--- config.mk ---
export PLATFORM = sky130hd
export DESIGN_NAME = ps2_frame_rx
export DESIGN_NICKNAME = d
export VERILOG_FILES = /design/src/rtl/ps2_frame_rx.sv
export SDC_FILE = /design/constraint.sdc
export NUM_CORES = 1
export LEC_CHECK = 0
export ABC_AREA = 1
export BUFFER_PORTS_ARGS = -buffer_cell sky130_fd_sc_hd__buf_2
export CAP_MARGIN = 30
export CORE_ASPECT_RATIO = 1.75
export CORE_MARGIN = 5
export CORE_UTILIZATION = 60
export DETAILED_ROUTE_END_ITERATION = 16
export GPL_TIMING_DRIVEN = 1
export PLACE_DENSITY = 0.79
export SLEW_MARGIN = 20
export SYNTH_ARGS = -nofsm -noshare
export SYNTH_HDL_FRONTEND = slang
export SYNTH_SLANG_ARGS = --single-unit
export TNS_END_PERCENT = 20
--- constraint.sdc ---
create_clock -name clk_i -period 3.3 [get_ports clk_i]
set_input_delay 0.165 -clock clk_i [delete_from_list [all_inputs] [get_ports clk_i]]
set_output_delay 0.165 -clock clk_i [all_outputs]
set_load 0.1 [all_outputs]
--- src/rtl/ps2_frame_rx.sv ---
// PS/2 device-to-host frame receiver: 2-FF sync, kclk glitch filter, 11-bit frame FSM.
// Strobes each good scan code for one cycle; parity/framing faults pulse separate flags, no backpressure.
module ps2_frame_rx #(
  parameter int FILTER_LEN     = 8,
  parameter int TIMEOUT_CYCLES = 20000
) (
  input  logic       clk_i,
  input  logic       rst_i,
  input  logic       kclk_i,
  input  logic       kdata_i,
  output logic [7:0] keycode_o,
  output logic       keycode_valid_o,
  output logic       parity_err_o,
  output logic       frame_err_o,
  output logic       busy_o
);

  localparam int FW = $clog2(FILTER_LEN + 1);
  localparam int TW = $clog2(TIMEOUT_CYCLES + 1);

  typedef enum logic [1:0] {IDLE, DATA, PARITY, STOP} state_t;

  logic          r_kclk_s1, r_kclk_s2, r_kdat_s1, r_kdat_s2;
  logic          r_kclk_flt, r_kclk_flt_d;
  logic [FW-1:0] r_flt_cnt;
  state_t        r_state;
  logic [7:0]    r_shift;
  logic [2:0]    r_bit_cnt;
  logic          r_par;
  logic [TW-1:0] r_to_cnt;
  logic [7:0]    r_keycode;
  logic          r_valid, r_perr, r_ferr, r_busy;
  logic          w_fall;

  assign w_fall = r_kclk_flt_d & ~r_kclk_flt;

  // Synchronisers and glitch filter; everything idles high so no edge is seen out of reset.
  always_ff @(posedge clk_i or negedge rst_i) begin
    if (!rst_i) begin
      r_kclk_s1    <= 1'b1;
      r_kclk_s2    <= 1'b1;
      r_kdat_s1    <= 1'b1;
      r_kdat_s2    <= 1'b1;
      r_kclk_flt   <= 1'b1;
      r_kclk_flt_d <= 1'b1;
      r_flt_cnt    <= '0;
    end else begin
      r_kclk_s1    <= kclk_i;
      r_kclk_s2    <= r_kclk_s1;
      r_kdat_s1    <= kdata_i;
      r_kdat_s2    <= r_kdat_s1;
      r_kclk_flt_d <= r_kclk_flt;
      if (r_kclk_s2 != r_kclk_flt) begin
        if (r_flt_cnt == FW'(FILTER_LEN - 1)) begin
          r_kclk_flt <= r_kclk_s2;
          r_flt_cnt  <= '0;
        end else begin
          r_flt_cnt <= r_flt_cnt + FW'(1);
        end
      end else begin
        r_flt_cnt <= '0;
      end
    end
  end

  always_ff @(posedge clk_i or negedge rst_i) begin
    if (!rst_i) begin
      r_state   <= IDLE;
      r_shift   <= '0;
      r_bit_cnt <= '0;
      r_par     <= 1'b0;
      r_to_cnt  <= '0;
      r_keycode <= '0;
      r_valid   <= 1'b0;
      r_perr    <= 1'b0;
      r_ferr    <= 1'b0;
      r_busy    <= 1'b0;
    end else begin
      r_valid <= 1'b0;
      r_perr  <= 1'b0;
      r_ferr  <= 1'b0;
      if (r_state == IDLE) begin
        r_to_cnt <= '0;
        if (w_fall && !r_kdat_s2) begin
          r_shift   <= '0;
          r_bit_cnt <= '0;
          r_busy    <= 1'b1;
          r_state   <= DATA;
        end
      end else if (w_fall) begin
        r_to_cnt <= '0;
        case (r_state)
          DATA: begin
            r_shift   <= {r_kdat_s2, r_shift[7:1]};
            r_bit_cnt <= r_bit_cnt + 3'd1;
            if (r_bit_cnt == 3'd7) r_state <= PARITY;
          end
          PARITY: begin
            r_par   <= r_kdat_s2;
            r_state <= STOP;
          end
          default: begin
            // Stop bit of 0 is a framing fault and masks any parity result.
            if (!r_kdat_s2) begin
              r_ferr <= 1'b1;
            end else if (^{r_shift, r_par}) begin
              r_keycode <= r_shift;
              r_valid   <= 1'b1;
            end else begin
              r_perr <= 1'b1;
            end
            r_busy  <= 1'b0;
            r_state <= IDLE;
          end
        endcase
      end else if (r_to_cnt == TW'(TIMEOUT_CYCLES - 1)) begin
        r_to_cnt <= '0;
        r_ferr   <= 1'b1;
        r_busy   <= 1'b0;
        r_state  <= IDLE;
      end else begin
        r_to_cnt <= r_to_cnt + TW'(1);
      end
    end
  end

  assign keycode_o       = r_keycode;
  assign keycode_valid_o = r_valid;
  assign parity_err_o    = r_perr;
  assign frame_err_o     = r_ferr;
  assign busy_o          = r_busy;

endmodule

==> impl_metrics.ini, run 1 <==
[clock_tree]
cts_buffers = 5
ctsHtreeMaxLevel = 2
post_cts_buffers = 0
cts_buffer_depth = 2
cts_tree = built
clk_latency_ns = 0.30
cts_sinks = 51
clock-root-buffer = clkbuf_8
path_clk_slew_ns = 0.09

[worst_setup_path]
cp.arrival_ns = 1.97
endpoint_kind = register
crit_path_max_incr_delay_ns = 0.41
crit_buf_inv = 3
crit_family = compound AO/OA/AOI/OAI gates
crit_required_ns = 3.49
critPathLaunchType = register
path_cells = inv_1 > ha_1 > inv_1 > nor2_1 > o21a_1 > inv_1 > a22o_1
crit_slowest_cell = dfrtp_1
worstPathMaxFanout = 8
cpMostUsedCell = inv_1
worstSetupPathType = reg2reg

[timing]
tns_ns = 0
slew_violations = 0
tightest_slew_ns = 0.549
rsz0062_at_grt = false
finClkSkew_ns = 0.00452
timing.final.crit_share_pct = 53.9
worst_slack_ns = 1.52
setup_viol = 0
holdWs_ns = 0.363
slew_headroom_pct = 63.4
fin_crit_ns = 1.78
fmax_ghz = 0.562
hold_viol = 0

[finish]
area_growth_pct = 12.4
layout-drive-gt1-share_pct = 19.1
final_area_um2 = 2790
layout_common_cells = nand2_1, dfrtp_1, inv_1, nor2_1, nand3_1
antennaDiodeCount = 0
layout.cells.non_filler = 352
post-route-util_pct = 68.4
nNetsFinal = 315
mostFrequentLayoutCell = nand2_1
nFillCells = 346

[die]
dieArea_um2 = 5560
fp.dieW_um = 58.6
row_count = 31
ios = 16
coreArea_um2 = 4070
initial_core_util_pct = 60.8
fp.dieH_um = 95.0

[power]
irDropWorstVdd_mv = 0.378
p_total_mw = 1.87
p_leak_nw = 1.40
powerDensity_nw_per_um2 = 672

[detailed_routing]
vias_per_cell = 5.15
drt-initial-drc-count = 44
route.detailed.drc = 0
ant_nets = 0
dr.pass1.iters = 4
wl_um = 4500
detail_route.wl_per_cell_um = 12.8
vias = 1814

[synth]
syn_avg_cell_area_um2 = 8.98
netlist_area_um2 = 2480
seq_area_frac_synth_pct = 51.8
synth-warning-count = 0
synthCells = 276
synth_seq_cells = 51
ys_types = 30
synth_fp_nets = 289

[placed_design]
placedCellCount = 341
place_ws_ns = 1.58
dp_hpwl_um = 3480
place_congestion = 0.816
io_buffers = 15
placed_area_um2 = 2630

[global_routing]
overflow = 0
gr-usage-all-layers_pct = 18.7
antenna_found_initial = 0
grt_pass1_vias = 1893
grt_first_pass_wirelength_um = 7930
grt_max_degree = 29

[run]
max_cap_violations = 0

[outcome]
outcome = complete, no violations

[hold_path]
hold_class = reg2reg
[report_power, final]
group          switching [mW]  internal [mW]  leakage, nW  total (mW)
combinational           0.445          0.192        0.657       0.637
sequential             0.0671          0.716        0.679       0.784
clock                   0.201          0.249       0.0618       0.451
[worst paths after layout]
check	start	endpoint	slack, ns	depth (start not counted)
worst max-delay path	r_state[0]	r_bit_cnt[1]	1.52	7
worst min-delay path	r_kclk_s1	r_kclk_s2	0.36	0
worst max register to register	r_state[0]	r_bit_cnt[1]	1.52	7
worst min register to register	r_kclk_s1	r_kclk_s2	0.36	0
max in group asynchronous	rst_i	r_kdat_s1	2.31	3
min in group asynchronous	rst_i	keycode_o[0]	0.38	2
[per-layer routing]
| metal | vias up | GRT usage [%] | part of all wire [%] |
|---|---|---|---|
| met5 | - | 0 | 0 |
| met4 | 0 | 10.2 | 4.2 |
| met3 | 12 | 3.01 | 2.3 |
| met2 | 26 | 35.5 | 57 |
| met1 | 850 | 18.4 | 37 |
| li1 | 926 | - | - |
[timing repair]
item | in CTS | in global routing
hold buffers | 3 | 0
endpoints found under the hold margin | 23 | 0
endpoints found under the setup margin | 0 | 0
resized for setup | 0 | 0
[Yosys cell counts, drive strengths merged]
library cell | number | area share, %
nand3 | 24 | 5.8
o22ai | 7 | 1.8
nor2 | 33 | 7.1
o21a | 4 | 1.2
nor3 | 6 | 1.2
xor2 | 1 | 0.35
ha | 9 | 4.5
nand3b | 1 | 0.30
mux2 | 1 | 0.45
dfrtp | 45 | 45
nand2 | 64 | 11
nand4 | 1 | 0.25
o21ai | 12 | 2.4
dfstp | 6 | 6.4
a21oi | 12 | 2.6
xnor2 | 5 | 2.1
inv | 43 | 6.7
a22o | 2 | 0.71
[layout make-up]
| cell class | instances | area (µm²) | share of cell area (%) |
|---|---|---|---|
| Sequential cell | 51 | 1280 | 46.1 |
| Multi-Input combinational cell | 182 | 1030 | 36.9 |
| Inverter | 43 | 166 | 5.97 |
| Timing Repair Buffer | 19 | 125 | 4.49 |
| Clock buffer | 6 | 82.6 | 2.96 |
| Tap cell | 49 | 61.3 | 2.20 |
| Clock inverter | 2 | 38.8 | 1.39 |
[sequential cells by signal, indices dropped and copies added (netlist names), 2 cells and up]
name,count
keycode_o,8
r_bit_cnt,3
r_flt_cnt,4
r_shift,8
r_state,2
r_to_cnt,15
[cells by family (layout without fill, tap and decap cells)]
| family | Yosys count | after routing | synth area share [%] |
|---|---|---|---|
| buffers and inverters | 43 | 70 | 6.72 |
| AO/OA/AOI/OAI | 37 | 37 | 8.69 |
| flip-flops | 51 | 51 | 51.8 |
| XOR/XNOR | 6 | 6 | 2.42 |
| AND/OR/NAND/NOR | 129 | 129 | 25.4 |
| multiplexers | 1 | 1 | 0.455 |
| adder cells (fa/ha/maj) | 9 | 9 | 4.55 |
(Power assumes the default switching activity.)
==> run 2, diff against run 1 <==
- ABC_AREA: 1 -> 0
- CORE_UTILIZATION: 60 -> 53
- PLACE_DENSITY: 0.79 -> 0.74
- clock period: 3.3 -> 1.6 ns (I/O delays scaled with it)
==> run 2 against run 1 <==
Net effect:
- the flow now finishes with violations (setup timing)
- sequential cell count unchanged
- clock power increased by 100%
- clock skew grew 0.0061 ns
==> impl_metrics.ini, run 2 <==
[outcome]
outcome = finished, violations left
violations = setup timing

[synth]
synth-warning-count = 0
synth_common_cells = dfrtp_1, nor2_1, nand2_1
yosysMostFrequentCell = dfrtp_1
seq_area_frac_synth_pct = 54.6
synth_fp_nets = 210
ys_types = 39
synth_enable_flop_cells = 0
synth_top_area_share_pct = 47.9
ys_async_sr_fraction_pct = 100
synth_seq_cells = 51
ys.flop_type = dfrtp_1
netlist_area_um2 = 2350
synth_area_leaders = dfrtp_1, dfstp_2, mux2_4
yosys.area.top_type = dfrtp_1
syn_avg_cell_area_um2 = 11.9
synthCells = 197

[placed_design]
place_ws_ns = -0.243
place_congestion = 0.786
placedCellCount = 293
io_buffers = 15
dp_hpwl_um = 3420

[power]
p_switching_mw = 1.21
pwr-share-seq_pct = 42.0
internal-power_mw = 2.54
p_leak_nw = 1.45
clockPowerShare_pct = 24.0
irDropWorstVdd_mv = 1.15
switching_share_pct = 32.3
p_comb_share_pct = 34.0
powerDensity_nw_per_um2 = 1270

[worst_setup_path]
path_depth = 4
worstSetupPathType = reg2reg
cp.arrival_ns = 2.07
crit_slowest_cell = xnor3_1
rr_startpoint = r_shift[3]
crit_family = multiplexers
cpMostUsedCell = mux2_4
crit_required_ns = 1.80
path_cells = xor2_1 > xnor3_1 > mux2_4 > mux2_4
worstPathMaxFanout = 8
endpoint_kind = register
startpoint = r_shift[3]
critPathLaunchType = register
crit_path_max_incr_delay_ns = 0.46
r2r_cells = 4
crit_buf_inv = 0

[clock_tree]
path_clk_slew_ns = 0.10
cts_tree = built
clk_latency_ns = 0.31
ctsHtreeMaxLevel = 2
cts_sinks = 51
cts_buffer_depth = 2
clock-root-buffer = clkbuf_8
cts_buffers = 5

[detailed_routing]
top_layer = met4
dr.pass1.iters = 4
drt-initial-drc-count = 32
route.detailed.drc = 0
vias = 1656
met3_length_um = 106
vias_per_cell = 5.43
wl_met1_um = 1780
detail_route.wl_per_cell_um = 15.1
wl_met2_um = 2630
ant_nets = 0
wl_um = 4610

[timing]
worst_slack_ns = -0.272
timing.final.crit_share_pct = 117
hold_viol = 0
holdWs_ns = 0.248
setup_viol = 12
fin_crit_ns = 1.87
fmax_ghz = 0.534
tns_ns = -2.51
tightest_slew_ns = 0.493
finClkSkew_ns = 0.0106
rsz0062_at_grt = true
slew_violations = 0
slew_headroom_pct = 67.3

[finish]
layout.cells.non_filler = 305
layout_common_cells = dfrtp_1, buf_4, nor2_1, buf_2, nand2_1
layout-drive-gt1-share_pct = 34.3
nFillCells = 357
mostFrequentLayoutCell = dfrtp_1
antennaDiodeCount = 0
area_growth_pct = 25.4
regMostFlops = r_to_cnt
post-route-util_pct = 67.6
nNetsFinal = 266
largest_reg_flops = 15

[die]
coreArea_um2 = 4360
ios = 16
fp.dieH_um = 98.1
fp.dieW_um = 60.4
initial_core_util_pct = 53.9
row_count = 32
dieArea_um2 = 5920

[hold_path]
hold_class = in2async

[global_routing]
grt_first_pass_wirelength_um = 7950
grt_max_degree = 33
grt_pass1_vias = 1784
antenna_found_initial = 0
gr-usage-all-layers_pct = 17.8
overflow = 0

[run]
max_cap_violations = 0
==> run 2: cell count changes in the layout (fill, tap and decap cells not counted), moves of 7 or more <==
| cell | delta |
|---|---|
| nand3_1 | -16 |
| inv_1 | -33 |
| mux2_4 | +9 |
| xor2_1 | +7 |
| nand2_1 | -46 |
| buf_4 | +35 |
| a22o_1 | +7 |
| a21oi_1 | -8 |
| nor2_1 | -9 |
==> run 2: cells by family (layout without fill, tap and decap cells) <==
group / after synthesis / after routing / share of synthesized area, %
multiplexers: 12 / 12 / 7.13
AO/OA/AOI/OAI: 26 / 26 / 7.55
buffers and inverters: 10 / 67 / 1.60
XOR/XNOR: 19 / 19 / 8.24
AND/OR/NAND/NOR: 70 / 70 / 16.1
flip-flops: 51 / 51 / 54.6
adder cells (fa/ha/maj): 9 / 9 / 4.79
==> run 2: power groups by stage <==
stage,clock network (mW),logic [mW],registers (mW)
after global routing,0.978,1.41,1.60
after CTS,0.930,1.21,1.57
after floorplan,0,0.603,1.67
after global placement,0,1.16,1.59
after detailed placement,0,1.18,1.60
final,0.900,1.27,1.58
==> run 2: metal layers <==
metal  global-route usage [%]  vias up
met2                     31.8       16
li1                         -      802
met4                     8.36        0
met3                     2.78        8
met1                     19.4      830
met5                        0        -
==> run 2: what timing repair did <==
| item | 4_1_cts | 5_1_grt |
|---|---|---|
| resized for setup | 3 | 10 |
| hold endpoints to repair | 19 | 0 |
| buffers inserted | 0 | 1 |
| hold buffers | 3 | 0 |
| endpoints found under the setup margin | 22 | 36 |
| pin swaps | 0 | 4 |
| gates cloned | 0 | 0 |
==> run 2: worst paths after layout <==
kind	end	slack, ns
max	keycode_o[1]	-0.27
min	r_shift[0]	0.25
max reg2reg	keycode_o[1]	-0.27
min reg2reg	r_kdat_s2	0.36
max in group asynchronous	r_kclk_s2	0.76
min in group clk_i	r_kdat_s2	0.36
==> run 2: stage by stage <==
| step | area (µm²) | power, mW |
|---|---|---|
| 2_1_floorplan | 2350 | 2.27 |
| 3_3_place_gp | 2750 | 2.75 |
| 3_5_place_dp | 2750 | 2.78 |
| 4_1_cts | 2910 | 3.71 |
| 5_1_grt | 2950 | 3.99 |
| 6_report | 2950 | 3.75 |
==> run 2: area by class of cell <==
cell class	instances	area [µm²]	area share (%)
inverters	4	15.0	0.509
well taps	51	63.8	2.16
multi-input cells	136	1070	36.3
clock inverters	3	47.5	1.61
clock buffers	5	68.8	2.33
repair buffers	55	399	13.5
flip-flops and latches	51	1280	43.5
